`src/rtl/cpu_ctrl_pkg.sv`:
```
// rtl/cpu_ctrl_pkg.sv - shared states, opcodes, ALU encodings and fault codes for the CPU sequencer
package cpu_ctrl_pkg;

   typedef enum logic [2:0] {
      ST_IDLE,
      ST_FETCH,
      ST_DECODE,
      ST_EXEC,
      ST_MEM,
      ST_FAULT
   } state_e;

   typedef enum logic [2:0] {
      CLS_J,
      CLS_BEQ,
      CLS_RTYPE,
      CLS_ADDI,
      CLS_LW,
      CLS_SW,
      CLS_ILLEGAL
   } iclass_e;

   localparam logic [5:0] OP_RTYPE = 6'b000000;
   localparam logic [5:0] OP_J     = 6'b000010;
   localparam logic [5:0] OP_BEQ   = 6'b000100;
   localparam logic [5:0] OP_ADDI  = 6'b001000;
   localparam logic [5:0] OP_LW    = 6'b100011;
   localparam logic [5:0] OP_SW    = 6'b101011;

   localparam logic [5:0] FN_ADD = 6'b100000;
   localparam logic [5:0] FN_SUB = 6'b100010;
   localparam logic [5:0] FN_AND = 6'b100100;
   localparam logic [5:0] FN_OR  = 6'b100101;
   localparam logic [5:0] FN_SLT = 6'b101010;

   localparam logic [2:0] ALU_ADD = 3'b010;
   localparam logic [2:0] ALU_SUB = 3'b110;
   localparam logic [2:0] ALU_AND = 3'b000;
   localparam logic [2:0] ALU_OR  = 3'b001;
   localparam logic [2:0] ALU_SLT = 3'b111;

   localparam logic [1:0] FC_NONE    = 2'b00;
   localparam logic [1:0] FC_ILLEGAL = 2'b01;
   localparam logic [1:0] FC_IMEM_TO = 2'b10;
   localparam logic [1:0] FC_DMEM_TO = 2'b11;

endpackage

```
`src/rtl/instr_decoder.sv`:
```
// rtl/instr_decoder.sv - combinational opcode/funct classifier and ALU operation lookup
module instr_decoder
   import cpu_ctrl_pkg::*;
(
   input  logic [5:0] opcode,
   input  logic [5:0] funct,
   output iclass_e    iclass,
   output logic [2:0] alucontrol
);

   always_comb begin
      iclass     = CLS_ILLEGAL;
      alucontrol = ALU_ADD;
      case (opcode)
         OP_J:    iclass = CLS_J;
         OP_BEQ: begin
            iclass     = CLS_BEQ;
            alucontrol = ALU_SUB;
         end
         OP_ADDI: iclass = CLS_ADDI;
         OP_LW:   iclass = CLS_LW;
         OP_SW:   iclass = CLS_SW;
         OP_RTYPE: begin
            iclass = CLS_RTYPE;
            case (funct)
               FN_ADD:  alucontrol = ALU_ADD;
               FN_SUB:  alucontrol = ALU_SUB;
               FN_AND:  alucontrol = ALU_AND;
               FN_OR:   alucontrol = ALU_OR;
               FN_SLT:  alucontrol = ALU_SLT;
               default: iclass = CLS_ILLEGAL;
            endcase
         end
         default: iclass = CLS_ILLEGAL;
      endcase
   end

endmodule

```
`src/rtl/cpu_sequencer.sv`:
```
// rtl/cpu_sequencer.sv - multicycle fetch/decode/exec/mem control FSM with retire counter and fault trap
module cpu_sequencer
   import cpu_ctrl_pkg::*;
#(
   parameter int TIMEOUT = 255,
   parameter int CNT_W   = 32
) (
   input  logic             clk,
   input  logic             reset,
   input  logic             run,
   output logic             imem_req,
   input  logic             imem_ack,
   input  logic [31:0]      imem_rdata,
   output logic             dmem_req,
   output logic             dmem_we,
   input  logic             dmem_ack,
   input  logic             zero,
   output logic [31:0]      instr,
   output logic             pc_enable,
   output logic             regwrite,
   output logic             memtoreg,
   output logic             alusrc,
   output logic             regdst,
   output logic             pcsrc,
   output logic             jump,
   output logic [2:0]       alucontrol,
   output logic [CNT_W-1:0] instret,
   output logic             busy,
   output logic             fault,
   output logic [1:0]       fault_code
);

   // The wait counter only has to hold 0..TIMEOUT-1; the last no-ack cycle traps.
   localparam int                WAIT_W    = (TIMEOUT > 1) ? $clog2(TIMEOUT) : 1;
   localparam logic [WAIT_W-1:0] WAIT_LAST = WAIT_W'(TIMEOUT - 1);

   state_e            state_q, state_d;
   logic [31:0]       instr_q, instr_d;
   logic [WAIT_W-1:0] wait_q, wait_d;
   logic [CNT_W-1:0]  instret_q, instret_d;
   logic [1:0]        fault_code_q, fault_code_d;
   logic              retire;

   iclass_e    iclass;
   logic [2:0] dec_alu;

   instr_decoder u_decoder (
      .opcode     (instr_q[31:26]),
      .funct      (instr_q[5:0]),
      .iclass     (iclass),
      .alucontrol (dec_alu)
   );

   always_ff @(posedge clk or negedge reset) begin
      if (!reset) begin
         state_q      <= ST_IDLE;
         instr_q      <= '0;
         wait_q       <= '0;
         instret_q    <= '0;
         fault_code_q <= FC_NONE;
      end else begin
         state_q      <= state_d;
         instr_q      <= instr_d;
         wait_q       <= wait_d;
         instret_q    <= instret_d;
         fault_code_q <= fault_code_d;
      end
   end

   always_comb begin
      state_d      = state_q;
      instr_d      = instr_q;
      wait_d       = '0;
      instret_d    = instret_q;
      fault_code_d = fault_code_q;
      retire       = 1'b0;
      imem_req     = 1'b0;
      dmem_req     = 1'b0;
      dmem_we      = 1'b0;
      pc_enable    = 1'b0;
      regwrite     = 1'b0;
      memtoreg     = 1'b0;
      alusrc       = 1'b0;
      regdst       = 1'b0;
      pcsrc        = 1'b0;
      jump         = 1'b0;
      alucontrol   = 3'b000;

      case (state_q)
         ST_IDLE: begin
            if (run) state_d = ST_FETCH;
         end
         ST_FETCH: begin
            imem_req = 1'b1;
            if (imem_ack) begin
               instr_d = imem_rdata;
               state_d = ST_DECODE;
            end else if (wait_q == WAIT_LAST) begin
               state_d      = ST_FAULT;
               fault_code_d = FC_IMEM_TO;
            end else begin
               wait_d = wait_q + WAIT_W'(1);
            end
         end
         ST_DECODE: begin
            case (iclass)
               CLS_J: begin
                  jump      = 1'b1;
                  pc_enable = 1'b1;
                  retire    = 1'b1;
               end
               CLS_BEQ: begin
                  alucontrol = dec_alu;
                  pcsrc      = zero;
                  pc_enable  = 1'b1;
                  retire     = 1'b1;
               end
               CLS_RTYPE, CLS_ADDI: state_d = ST_EXEC;
               CLS_LW, CLS_SW:      state_d = ST_MEM;
               default: begin
                  state_d      = ST_FAULT;
                  fault_code_d = FC_ILLEGAL;
               end
            endcase
         end
         ST_EXEC: begin
            regwrite   = 1'b1;
            pc_enable  = 1'b1;
            alucontrol = dec_alu;
            regdst     = (iclass == CLS_RTYPE);
            alusrc     = (iclass == CLS_ADDI);
            retire     = 1'b1;
         end
         ST_MEM: begin
            dmem_req   = 1'b1;
            dmem_we    = (iclass == CLS_SW);
            alusrc     = 1'b1;
            alucontrol = ALU_ADD;
            if (dmem_ack) begin
               pc_enable = 1'b1;
               regwrite  = (iclass == CLS_LW);
               memtoreg  = (iclass == CLS_LW);
               retire    = 1'b1;
            end else if (wait_q == WAIT_LAST) begin
               state_d      = ST_FAULT;
               fault_code_d = FC_DMEM_TO;
            end else begin
               wait_d = wait_q + WAIT_W'(1);
            end
         end
         ST_FAULT: state_d = ST_FAULT;
         default:  state_d = ST_IDLE;
      endcase

      if (retire) begin
         instret_d = instret_q + CNT_W'(1);
         state_d   = run ? ST_FETCH : ST_IDLE;
      end
   end

   assign instr      = instr_q;
   assign instret    = instret_q;
   assign busy       = (state_q != ST_IDLE);
   assign fault      = (state_q == ST_FAULT);
   assign fault_code = fault_code_q;

endmodule

```
`config.mk`:
```
export PLATFORM = sky130hd
export DESIGN_NAME = cpu_sequencer
export DESIGN_NICKNAME = d
export VERILOG_FILES = /design/src/rtl/cpu_ctrl_pkg.sv /design/src/rtl/instr_decoder.sv /design/src/rtl/cpu_sequencer.sv
export SDC_FILE = /design/constraint.sdc
export NUM_CORES = 1
export LEC_CHECK = 0
export ABC_AREA = 1
export CAP_MARGIN = 25
export CORE_ASPECT_RATIO = 1.75
export CORE_MARGIN = 2
export CORE_UTILIZATION = 48
export CTS_CLUSTER_SIZE = 14
export DETAILED_ROUTE_END_ITERATION = 16
export GPL_TIMING_DRIVEN = 0
export PLACE_DENSITY_LB_ADDON = 0.1
export SLEW_MARGIN = 20
export SYNTH_ARGS = -nofsm -noshare
export SYNTH_HDL_FRONTEND = slang
export SYNTH_SLANG_ARGS = --single-unit
```
`constraint.sdc`:
```
create_clock -name clk -period 2 [get_ports clk]
set_clock_uncertainty 0.2 [all_clocks]
set_input_delay 0.4 -clock clk [delete_from_list [all_inputs] [get_ports clk]]
set_output_delay 0.4 -clock clk [all_outputs]
set_load 0.01 [all_outputs]
```
### Yosys cells after proc, flatten, opt, wreduce, memory -nomap -nowiden

Index checks and enable logic that the tools add are counted.

| storage, ports and cells | value |
|---|---|
| register bits | 77 |
| latch bits | 0 |
| bits in writable memories | 0 |
| memory bits (read-only) | 0 |
| input bits | 38 |
| output and inout port bits | 81 |
| logic and storage cells | 89 |
| memories kept | 0 |

| operators by class | value |
|---|---|
| add/sub/neg operators | 2 |
| multipliers | 0 |
| div/mod/pow operators | 0 |
| order comparisons | 0 |
| equality and inequality tests | 30 |
| shifts and indexed selects | 0 |
| multiplexer cells | 39 |
| bitwise logic cells | 0 |
| reduce and logical (&&, ||, !) cells | 13 |

Operators by type and width:

| cell | number |
|---|---|
| equality test 6 bit (second input constant) | 7 |
| one-hot mux 3 bit (6 select lines) | 2 |
| adder 32 x 1 -> 32 bit (second input constant) | 1 |
| two-way mux 8 bit | 3 |
| two-way mux 3 bit | 7 |
| one-hot mux 3 bit (3 select lines) | 2 |
| one-hot mux 8 bit (2 select lines) | 1 |
| two-way mux 1 bit | 13 |
| equality test 3 x 2 -> 1 bit (second input constant) | 4 |
| equality test 3 bit (second input constant) | 4 |
| != test 2 bit (second input constant) | 6 |
| one-hot mux 3 bit (4 select lines) | 1 |
| two-way mux 2 bit | 5 |
| != test 3 bit (second input constant) | 3 |
| adder 8 x 1 -> 8 bit (second input constant) | 1 |
| equality test 8 bit (second input constant) | 1 |
| equality test 3 x 1 -> 1 bit (second input constant) | 2 |
| equality test 6 x 2 -> 1 bit (second input constant) | 1 |
| equality test 6 x 3 -> 1 bit (second input constant) | 1 |
| equality test 6 x 4 -> 1 bit (second input constant) | 1 |
| zero test 3 bit | 2 |
| zero test 6 bit | 1 |
| one-hot mux 2 bit (3 select lines) | 1 |
| one-hot mux 3 bit (2 select lines) | 1 |
| 9 further kinds | 13 |

### Logic depth before layout (Yosys ltp)

Gate-level depths: netlist (run 1).

| depth | value |
|---|---|
| depth in word-level cells | 10 |
| mapped depth | 10 |
| gate-level depth less buffers | 10 |

### Hierarchy

Synthesis (run 1) repeated with hierarchy kept, for this count alone.

| unflattened totals | value |
|---|---|
| cell total of the unflattened synthesis | 622 |
| area, all modules | 4362.9 um2 |

Modules (own cells, without submodules):

| module | instances | cells an instance | area each (um2) | seq. area each (um2) |
|---|---|---|---|---|
| cpu_sequencer | 1 | 576 | 4139.0 | 1926.8 |
| instr_decoder | 1 | 46 | 224.0 | 0.0 |

### Worst setup path before layout (run 1)

OpenSTA, ideal clock, no wires.

| timing | value |
|---|---|
| path type | register -> output |
| start | register instr_q[31], in the netlist instr[31] |
| end | output pcsrc |
| data arrival time | 1.371 ns |
| data required time | 1.400 ns |
| path slack | 0.029 ns |
| stages on the path, launching flop included | 8 |
| buffers on the path | 0 |
| cell sequence | dfrtp_1 -> nor2_4 -> nand3_1 -> nand3_1 -> nand2_1 -> nor2_1 -> nand2_1 -> nor3_1 |

| between the ends | value |
|---|---|
| word-level cells in the longest chain between the ends | 5 |
| elaborated cells on any way between the ends | 10 |
| classes of those cells | 6 x eq/ne; 3 x mux; 1 x reduce/logical |

Ends and longest elaborated chain:

| element | line | RTL |
|---|---|---|
| start, declared | cpu_sequencer.sv:38 | `logic [31:0] instr_q, instr_d;` |
| start signal, assigned | cpu_sequencer.sv:63 | `instr_q <= instr_d;` |
| equality test 6 bit (tied with other cells) | instr_decoder.sv:14 | `case (opcode)` |
| one-hot mux 3 bit (6 select lines) (*) | instr_decoder.sv:14 |  |
| equality test 3 x 1 -> 1 bit (*) | cpu_sequencer.sv:106 | `case (iclass)` |
| two-way mux 1 bit (*) | cpu_sequencer.sv:106 |  |
| two-way mux 1 bit (*) | cpu_sequencer.sv:89 | `case (state_q)` |
| end, declared | cpu_sequencer.sv:24 | `output logic pcsrc,` |

Every way passes the cells marked *; elsewhere a longest branch is shown, timed or not.

### Worst setup path after layout (run 1)

| timing | value |
|---|---|
| start | register instr_q[26], in the netlist instr[26] |
| end | output dmem_we |

| between the ends | value |
|---|---|
| word-level cells in the longest chain between the ends | 4 |
| elaborated cells on any way between the ends | 9 |
| classes of those cells | 6 x eq/ne; 2 x mux; 1 x reduce/logical |

Ends and longest elaborated chain:

| element | line | RTL |
|---|---|---|
| equality test 6 bit (tied with other cells) | instr_decoder.sv:14 |  |
| one-hot mux 3 bit (6 select lines) (*) | instr_decoder.sv:14 |  |
| equality test 3 bit (*) | cpu_sequencer.sv:136 | `dmem_we = (iclass == CLS_SW);` |
| two-way mux 1 bit (*) | cpu_sequencer.sv:89 |  |
| end, declared | cpu_sequencer.sv:15 | `output logic dmem_we,` |

Marks and branches as above.

==> tab_implementation.tex, run 1 <==
\begin{tabular}{lr}
\hline
Metric & Value \\
\hline
\multicolumn{2}{l}{\textbf{Global route}} \\
\quad Vias in the first global route & around 4600 \\
\quad First-pass GRT wire length & around 22000 um \\
\quad Remaining Overflow, GRT & 0 \\
\quad Pin count of the biggest net entering global routing & 51 \\
\quad Global router's overall resource usage & 29.9\% \\
\quad Initial antenna violation count & 0 \\
\multicolumn{2}{l}{\textbf{Floorplanning}} \\
\quad Die area & 0.00983 sq mm \\
\quad Row Count & 45 \\
\quad I/O pin cnt & around 120 \\
\quad Core region area & 0.00873 sq mm \\
\quad Starting density of the core & approximately half \\
\quad Die extent in x & around 76 um \\
\quad Die outline height & 130 um \\
\multicolumn{2}{l}{\textbf{Yosys}} \\
\quad Avg Inst Size Synth & slightly above 7 sq um \\
\quad Mapped Area & $\sim$0.0043 sq mm \\
\quad Leading post-synthesis cells by cell area & dfrtp\_1 (44\%), nand2\_1 (22\%), nor2\_1 (5.8\%), inv\_1 (3.2\%), nand3\_1 (3.0\%) \\
\quad Fraction of the yosys area taken by sequential cells & between 40\% and 50\% \\
\quad Number of synthesized register bits & 77 \\
\quad Yosys cell types & 34 \\
\quad Synth Net Count & $\sim$640 \\
\quad Largest area contributor in the netlist & dfrtp\_1 \\
\quad Cells after Synth & between 600 and 700 \\
\quad Top cell type's share of synthesized area & between 40\% and 50\% \\
\quad Yosys warns & 0 \\
\multicolumn{2}{l}{\textbf{Finish}} \\
\quad Final standard cell utilization of the core & 73.0\% \\
\quad Design area & $\sim$0.0064 sq mm \\
\quad Area added between synthesis and finish & 47.1\% \\
\quad Filler instances & 684 \\
\quad Nets & between 800 and 900 \\
\quad Share of cells above drive strength 1 & about a fifth \\
\quad Diodes inserted & 0 \\
\multicolumn{2}{l}{\textbf{Critical path}} \\
\quad Critical-path cell with the highest stage delay & dfrtp\_2 \\
\quad Data required time at the worst endpoint & around 1400 ps \\
\quad Critical path cell sequence & nor2\_4, nand2\_4, nor2\_4, nand3\_2, nand2\_2, nor2\_4, nor3\_2, buf\_2 \\
\quad Path type of the worst setup path & flip-flop to output port \\
\quad Most common cell on crit path & nor2\_4 \\
\quad Worst flop-to-flop path startpoint & instret[0] \\
\quad Critical path endpoint category & output port \\
\quad Maximum single-stage delay on the critical path & 460 ps \\
\quad Kind of launch point of the worst setup path & flip-flop \\
\quad Signal arrival time at the worst endpoint & around 1800 ps \\
\quad Maximum fanout along the worst path & 5 \\
\quad Register-to-register path setup slack & 110 ps \\
\quad Start point of the critical path & instr[26] \\
\multicolumn{2}{l}{\textbf{Clocking}} \\
\quad \# clock sinks & 77 \\
\quad Clock Pin Slew Worst Setup and Hold Paths & roughly 60 ps \\
\quad Clock insertion delay at the later pin of the skew report & 340 ps \\
\quad Num CTS Buffers & 9 \\
\quad Buffer levels on the longest clock path & 2 \\
\quad CTS H-Tree Depth & 3 \\
\quad CTS tree & yes \\
\quad Root Buffer & clkbuf\_16 \\
\multicolumn{2}{l}{\textbf{Timing}} \\
\quad Final sum of negative setup slack & -2920 ps \\
\quad Slew @ Worst Pin & $\sim$470 ps \\
\quad Hold Violations, Final & 0 \\
\quad Post-layout minimum cycle time & between 2000 and 2500 ps \\
\quad Relative max-transition margin & 68.9\% \\
\quad Upper clock frequency limit & 414 MHz \\
\quad Setup repair after global routing missed its margin & yes \\
\quad Post-route clock period utilization & 121\% \\
\quad Setup ws final & -413 ps \\
\quad Setup Viol. Count Final & 10 \\
\quad Number of max-slew violations in the final report & 0 \\
\quad Worst hold slack after final layout & between 200 and 300 ps \\
\multicolumn{2}{l}{\textbf{Status}} \\
\quad Violated checks & negative setup slack \\
\quad Result of the run & complete, but fails checks \\
\multicolumn{2}{l}{\textbf{Placed design}} \\
\quad Half-perimeter wire length after placement & a little over 10000 um \\
\quad Placer Congestion & between 0.9 and 1 \\
\quad Post-placement worst setup slack & -585 ps \\
\quad Post-DP Area & about 0.0057 sq mm \\
\quad Quantity of I/O buffers inserted on ports & approximately 120 \\
\multicolumn{2}{l}{\textbf{Power and ir drop}} \\
\quad Worst-case vdd ir drop & 1.08 mV \\
\quad Switching Share & between 30 and 40\% \\
\quad Net switching power & between 0.003 and 0.004 W \\
\quad Register share of total power & between 30\% and 40\% \\
\quad Share of total power in the clock network & 21.2\% \\
\quad Int Pwr & between 0.004 and 0.005 W \\
\quad Total power density per cell area & around 1200 mW/mm\^{}2 \\
\quad Combinational fraction of design power & 47.5\% \\
\quad Leakage power & $\sim$2.9 nW \\
\multicolumn{2}{l}{\textbf{Route}} \\
\quad Routed Wire Length & between 10000 and 15000 um \\
\quad Via total after detailed routing & approximately 4500 \\
\quad Number of DRC violations after detailed-routing iteration 0 & around 220 \\
\quad Pre-Repair DR Iteration Count & 4 \\
\quad Wire length per cell & around 16 um \\
\quad Post-detailed-route DRC marker count & 0 \\
\quad Final antenna-violating net count & 0 \\
\quad Via density per instance & around 5.1 \\
\multicolumn{2}{l}{\textbf{Worst hold path}} \\
\quad Startpoint of the worst hold path & instr[9] \\
\quad Worst hold-check path type & flip-flop to flip-flop \\
\multicolumn{2}{l}{\textbf{Flow run}} \\
\quad Maximum Capacitance Violations & 0 \\
\hline
\end{tabular}
## cells by family after synthesis
group / synth area share, %
adders and majority gates: 0.867
buffers and inverters: 6.35
DFF: 44.5
and+or+nand+nor: 40.4
AOI/OAI and AO/OA: 5.26
xor gates and xnor gates: 2.63
## cell usage after synthesis
cell	count
clkinv_1	1
xnor2_1	3
nand2_2	4
o31ai_1	1
nand3b_2	1
nor2_4	2
dfrtp_1	77
and3_1	1
xor2_1	10
inv_2	10
ha_1	3
a21oi_2	1
nand3_1	26
nor2_2	5
nand2_4	3
or2_2	1
nand2_1	256
buf_4	3
buf_6	4
nand3_4	1
clkbuf_1	2
nand4_1	5
nor3b_1	1
nand3_2	4
o21ai_0	12
nor2_1	67
inv_1	37
buf_2	4
a21oi_4	1
nor3_1	17
o21ai_1	19
nand3b_1	12
a21oi_1	5
o21a_1	2
## power groups by stage
| stage | Combinational, W | Sequential (W) | Clock (W) |
|---|---|---|---|
| 6_report | 0.00366 | 0.00241 | 0.00163 |
| 5_1_grt | 0.00399 | 0.00247 | 0.00172 |
| 4_1_cts | 0.00345 | 0.00240 | 0.00165 |
| 3_5_place_dp | 0.00304 | 0.00240 | 0 |
| 3_3_place_gp | 0.00298 | 0.00238 | 0 |
| 2_1_floorplan | 0.00143 | 0.00253 | 0 |
## layer usage
metal  up-vias  part of all wire, %  wire length, um  track usage [%]
met2       150                   54             7450             51.2
met5         -                    0                0                0
met3        48                  5.1              697             6.22
met4         0                  6.3              872             20.8
li1       2203                    -                -                -
met1      2090                   35             4770             31.2
## final cells by class
cell class,count,area (sq um),area share [%]
clock buffers,10,229,3.59
clock inverters,6,63.8,1.00
flip-flops and latches,77,1940,30.5
well taps,117,146,2.30
plain buffers,13,104,1.63
repair buffers,148,1370,21.5
inverters,48,183,2.87
multi-input cells,463,2330,36.6
## metrics by stage
step           cells  power [W]
2_1_floorplan    601    0.00396
4_1_cts          872    0.00750
6_report         882    0.00770
3_5_place_dp     837    0.00543
5_1_grt          882    0.00818
3_3_place_gp     836    0.00536
## final timing paths
check / endpoint / cells past startpoint
setup / recovery: dmem_we / 8
hold / removal: instr[9] / 2
setup reg to reg: instret[26] / 10
hold reg to reg: instr[9] / 2
max in group asynchronous: state_q[1] / 3
min in group asynchronous: instret[0] / 2
## repair_timing
| item | 4_1_cts | 5_1_grt |
|---|---|---|
| setup buffers | 18 | 10 |
| hold buffers | 1 | 0 |
| gates resized for setup | 106 | 28 |
| pin swaps | 14 | 10 |
| endpoints found under the hold margin | 27 | 0 |
| endpoints found under the setup margin | 19 | 35 |
| cloned | 0 | 0 |
## cells in the final DEF (no fill, tap or decap), drive strengths merged
cell and n:
nand2 263, clkdlybuf4s50 99, dfrtp 77, nor2 74
buf 56, inv 47, nand3 31, o21ai 31
nor3 17, nand3b 13, clkbuf 13, xor2 10
a21oi 7, nand4 5, clkinv 4, xnor2 3
ha 3, o21a 2, clkinvlp 2, nor3b 1
o31ai 1, and3 1, or2 1, bufinv 1
dlygate4sd3 1, clkdlybuf4s15 1, dlygate4sd2 1
## registers in the layout (all words and copies together), names as in the netlist
register    count
fault_code      2
instr          32
instret        32
state_q         3
wait_q          8
## critical path, delay by kind of cell (launching register included)
| kind | cells | cell delay, ps |
|---|---|---|
| buffers and inverters | 1 | 160 |
| flip-flops | 1 | 460 |
| AND/OR/NAND/NOR | 7 | 870 |
Note: power is estimated with default switching activity, not from simulation.
==> inputs of run 2 (changes only) <==
--- a/config.mk
+++ b/config.mk
@@ -6,7 +6,7 @@
 export NUM_CORES = 1
 export LEC_CHECK = 0
 export ABC_AREA = 1
-export CAP_MARGIN = 25
+export CAP_MARGIN = 40
 export CORE_ASPECT_RATIO = 1.75
 export CORE_MARGIN = 2
 export CORE_UTILIZATION = 48
@@ -17,4 +17,5 @@
 export SLEW_MARGIN = 20
 export SYNTH_ARGS = -nofsm -noshare
 export SYNTH_HDL_FRONTEND = slang
+export SYNTH_HIERARCHICAL = 1
 export SYNTH_SLANG_ARGS = --single-unit
==> run 2 against run 1 <==
Effect of this change:
- the run still ends with negative setup slack left
- first-iteration DRC count rose by 34%
- sequential share of layout area down 1.3 points
- highest routed layer unchanged
- largest power group unchanged
- final area increased by 4.9%
==> tab_implementation.tex, run 2 <==
\begin{tabular}{lr}
\hline
Metric & Value \\
\hline
\multicolumn{2}{l}{\textbf{Timing}} \\
\quad Upper clock frequency limit & 370 MHz (-11\%) \\
\quad Hold Violations, Final & 0 (unchanged) \\
\quad Setup repair after global routing missed its margin & yes \\
\quad Post-route clock period utilization & 135\% (+14 points) \\
\quad Setup ws final & -701 ps (-288 ps) \\
\quad Post-layout minimum cycle time & 2700 ps (+288 ps) \\
\quad Number of max-slew violations in the final report & 0 (unchanged) \\
\quad Relative max-transition margin & 67.5\% (-1.5 points) \\
\quad Worst hold slack after final layout & 267 ps (-2.94 ps) \\
\quad Slew @ Worst Pin & 488 ps (+22.1 ps) \\
\quad Setup Viol. Count Final & 47 (+37) \\
\quad Final sum of negative setup slack & -18420 ps (-15500 ps) \\
\multicolumn{2}{l}{\textbf{Finish}} \\
\quad Share of cells above drive strength 1 & 22.7\% (+3.3 points) \\
\quad Nets & 823 (+2.7\%) \\
\quad Design area & 0.00669 sq mm (+4.9\%) \\
\quad Area added between synthesis and finish & 53.2\% \\
\quad Most frequent standard cell in the layout excluding fill and tap cells & nand2\_1 \\
\quad Most frequent cells in the layout & nand2\_1 (250), clkdlybuf4s50\_1 (97), nor2\_1 (69) \\
\quad Diodes inserted & 0 (unchanged) \\
\multicolumn{2}{l}{\textbf{Power and ir drop}} \\
\quad Net switching power & 0.00337 W (+12\%) \\
\quad Total power density per cell area & 1270 mW/mm\^{}2 (+5.0\%) \\
\quad Combinational fraction of design power & 50.0\% (+2.5 points) \\
\quad Switching Share & 39.7\% (+0.50 points) \\
\quad Tot Pwr & 0.00849 W (+10\%) \\
\quad Register share of total power & 28.5\% (-2.8 points) \\
\quad Int Pwr & 0.00512 W (+9.3\%) \\
\quad Worst-case vdd ir drop & 0.869 mV (-20\%) \\
\quad Leakage power & 3.22 nW (+9.4\%) \\
\quad Share of total power in the clock network & 21.5\% (+0.3 points) \\
\multicolumn{2}{l}{\textbf{Global route}} \\
\quad Initial antenna violation count & 0 (unchanged) \\
\quad Global router's overall resource usage & 27.2\% (-2.6 points) \\
\quad Pin count of the biggest net entering global routing & 43 (-16\%) \\
\quad Remaining Overflow, GRT & 0 (unchanged) \\
\quad First-pass GRT wire length & 21100 um (-4.0\%) \\
\quad Vias in the first global route & 4559 (-0.74\%) \\
\multicolumn{2}{l}{\textbf{Clocking}} \\
\quad Root Buffer & clkbuf\_16 \\
\quad Num CTS Buffers & 9 (unchanged) \\
\quad Buffer levels on the longest clock path & 2 (unchanged) \\
\quad Clock insertion delay at the later pin of the skew report & 350 ps (about the same) \\
\quad \# clock sinks & 77 (unchanged) \\
\quad CTS tree & yes \\
\quad CTS H-Tree Depth & 3 (unchanged) \\
\quad Clock Pin Slew Worst Setup and Hold Paths & 60 ps (about the same) \\
\multicolumn{2}{l}{\textbf{Floorplanning}} \\
\quad I/O pin cnt & 119 (unchanged) \\
\quad Die area & 0.00990 sq mm (+0.69\%) \\
\quad Row Count & 46 (+2.2\%) \\
\quad Die outline height & 130 um (+0.35\%) \\
\quad Die extent in x & 76.1 um (+0.34\%) \\
\quad Starting density of the core & 48.6\% (-1.0 points) \\
\quad Core region area & 0.00898 sq mm (+2.9\%) \\
\multicolumn{2}{l}{\textbf{Yosys}} \\
\quad Post-synthesis async set-or-reset flop share & 100\% (unchanged) \\
\quad Most used flip-flop cell after synthesis & dfrtp\_1 \\
\quad Largest area contributor in the netlist & dfrtp\_1 \\
\quad Cells after Synth & 622 (+3.5\%) \\
\quad Synth Net Count & 663 (+3.3\%) \\
\quad Commonest cells in the synthesized netlist & nand2\_1 (276), nor2\_1 (80), dfrtp\_1 (77) \\
\quad Most repeated cell in the gate-level netlist after synthesis & nand2\_1 \\
\quad Top cell type's share of synthesized area & 44.2\% (-0.32 points) \\
\quad Mapped Area & 0.00436 sq mm (+0.72\%) \\
\quad Yosys cell types & 35 (+2.9\%) \\
\quad Fraction of the yosys area taken by sequential cells & 44.2\% (-0.32 points) \\
\quad Avg Inst Size Synth & 7.01 sq um (-2.7\%) \\
\quad Number of synthesized register bits & 77 (unchanged) \\
\quad EDFF count, synth & 0 (unchanged) \\
\quad Yosys warns & 6 (+6) \\
\quad Leading post-synthesis cells by cell area & dfrtp\_1 (44\%), nand2\_1 (24\%), nor2\_1 (6.9\%), inv\_1 (4.8\%), nand3\_1 (3.8\%) \\
\multicolumn{2}{l}{\textbf{Route}} \\
\quad Post-detailed-route DRC marker count & 0 (unchanged) \\
\quad Number of DRC violations after detailed-routing iteration 0 & 290 (+34\%) \\
\quad Routed Wire Length & 14000 um (+1.5\%) \\
\quad Pre-Repair DR Iteration Count & 5 (+1) \\
\quad Final antenna-violating net count & 0 (unchanged) \\
\quad Wire length per cell & 15.4 um (-1.3\%) \\
\quad Via density per instance & 5.16 (+1.3\%) \\
\quad Via total after detailed routing & 4680 (+4.2\%) \\
\multicolumn{2}{l}{\textbf{Status}} \\
\quad Result of the run & complete, but fails checks \\
\quad Violated checks & negative setup slack \\
\multicolumn{2}{l}{\textbf{Placed design}} \\
\quad Placer Congestion & 0.875 (-11\%) \\
\quad Half-perimeter wire length after placement & 9400 um (-6.8\%) \\
\quad Post-DP Area & 0.00576 sq mm (+1.4\%) \\
\quad Quantity of I/O buffers inserted on ports & 118 (unchanged) \\
\multicolumn{2}{l}{\textbf{Critical path}} \\
\quad Worst r2r path cells & 17 (+7) \\
\quad Critical-path cell with the highest stage delay & dfrtp\_2 \\
\quad Path type of the worst setup path & flip-flop to output port \\
\quad Worst flop-to-flop path startpoint & instr[30] \\
\quad Critical path cell sequence & nor2\_1, inv\_1, nor2\_2, inv\_2, a21oi\_4, nor2\_4, nand2\_2, nand2\_2, nand2\_2, nand2\_4, buf\_8, buf\_8, buf\_6 \\
\quad Signal arrival time at the worst endpoint & 2100 ps (+290 ps) \\
\quad Start point of the critical path & instr[30] \\
\quad Top delay family on crit path & simple AND/OR/NAND/NOR gates \\
\quad Data required time at the worst endpoint & 1400 ps (about the same) \\
\quad Kind of launch point of the worst setup path & flip-flop \\
\quad Worst reg2reg endpoint & instret[25] \\
\quad Critical path endpoint category & output port \\
\quad Register-to-register path setup slack & -480 ps (-590 ps) \\
\quad Maximum fanout along the worst path & 3 (-2) \\
\quad Most common cell on crit path & nand2\_2 \\
\quad Buffers plus inverters on the worst setup path & 5 (+4) \\
\quad Maximum single-stage delay on the critical path & 430 ps (-30 ps) \\
\multicolumn{2}{l}{\textbf{Flow run}} \\
\quad Maximum Capacitance Violations & 0 (unchanged) \\
\multicolumn{2}{l}{\textbf{Worst hold path}} \\
\quad Worst hold path endpoint & fault\_code[1] \\
\quad Startpoint of the worst hold path & fault\_code[1] \\
\quad Number of cells on the worst hold path & 2 (unchanged) \\
\quad Worst hold-check path type & flip-flop to flip-flop \\
\hline
\end{tabular}
==> run 2: worst max path at each step <==
stage / end / slack [ps] / cells past startpoint
3_3_place_gp: instr[30] / -2660 / 1
2_1_floorplan: pc_enable / -160 / 12
3_5_place_dp: pc_enable / -920 / 12
5_1_grt: pc_enable / -780 / 13
6_report: pc_enable / -700 / 13
4_1_cts: pc_enable / -640 / 13
==> run 2: final cells by class <==
cell class | count | area, sq um
Tap cell | 120 | 150
Clock inverter | 3 | 67.6
Multi-Input combinational cell | 468 | 2430
Timing Repair Buffer | 150 | 1470
Sequential cell | 77 | 1950
Inverter | 64 | 248
Clock buffer | 13 | 260
Fill cell | 703 | 2290
Buffer | 12 | 113
==> run 2: power by group through the flow <==
stage | clock (W) | combinational [W] | sequential, W
after floorplan | 0 | 0.00163 | 0.00254
after global placement | 0 | 0.00316 | 0.00240
after detailed placement | 0 | 0.00324 | 0.00241
after CTS | 0.00184 | 0.00381 | 0.00240
after global routing | 0.00191 | 0.00457 | 0.00247
final | 0.00183 | 0.00424 | 0.00242
==> run 2: layer usage <==
| layer | GRT usage (%) | vias to the layer above | part of all wire [%] |
|---|---|---|---|
| li1 | - | 2232 | - |
| met1 | 27.2 | 2212 | 34 |
| met2 | 52.3 | 183 | 57 |
| met3 | 4.50 | 53 | 5.1 |
| met4 | 17.2 | 0 | 4.3 |
| met5 | 0 | - | 0 |
==> run 2: per-stage QoR <==
step	utilization [%]	cells	setup WS, ps
global placement	64.0	860	-2660
detailed placement	64.2	861	-923
global route	74.5	907	-781
CTS	71.5	897	-640
finish	74.5	907	-701
floorplan	-	622	-164
==> run 2: timing repair <==
item | CTS | global route
hold buffers | 1 | 0
gates cloned | 2 | 0
resized for setup | 110 | 72
pin swaps | 27 | 20
hold endpoints to repair | 35 | 0
buffers inserted | 18 | 13
endpoints found under the setup margin | 51 | 61
==> run 2: worst reg2reg max path, cell delays in order, from the launching register on <==
cell	delay [ps]
dfrtp_2	430
nor2_1	110
inv_1	60
nor2_2	150
inv_2	80
a21oi_4	240
nor2_4	70
nand2_2	90
nand2_2	60
nand2_2	80
nand2_4	50
buf_8	120
buf_6	110
buf_12	130
buf_12	140
buf_8	130
nand4_1	80
nand2_1	60
==> run 2: cell families (layout without fill, tap and decap cells) <==
| group | Yosys count | after routing | share of synthesized area [%] |
|---|---|---|---|
| adders and majority gates | 3 | 3 | 0.860 |
| buffers and inverters | 77 | 242 | 7.74 |
| and+or+nand+nor | 426 | 426 | 40.8 |
| DFF | 77 | 77 | 44.2 |
| AOI/OAI and AO/OA | 22 | 22 | 2.84 |
| xor gates and xnor gates | 17 | 17 | 3.58 |
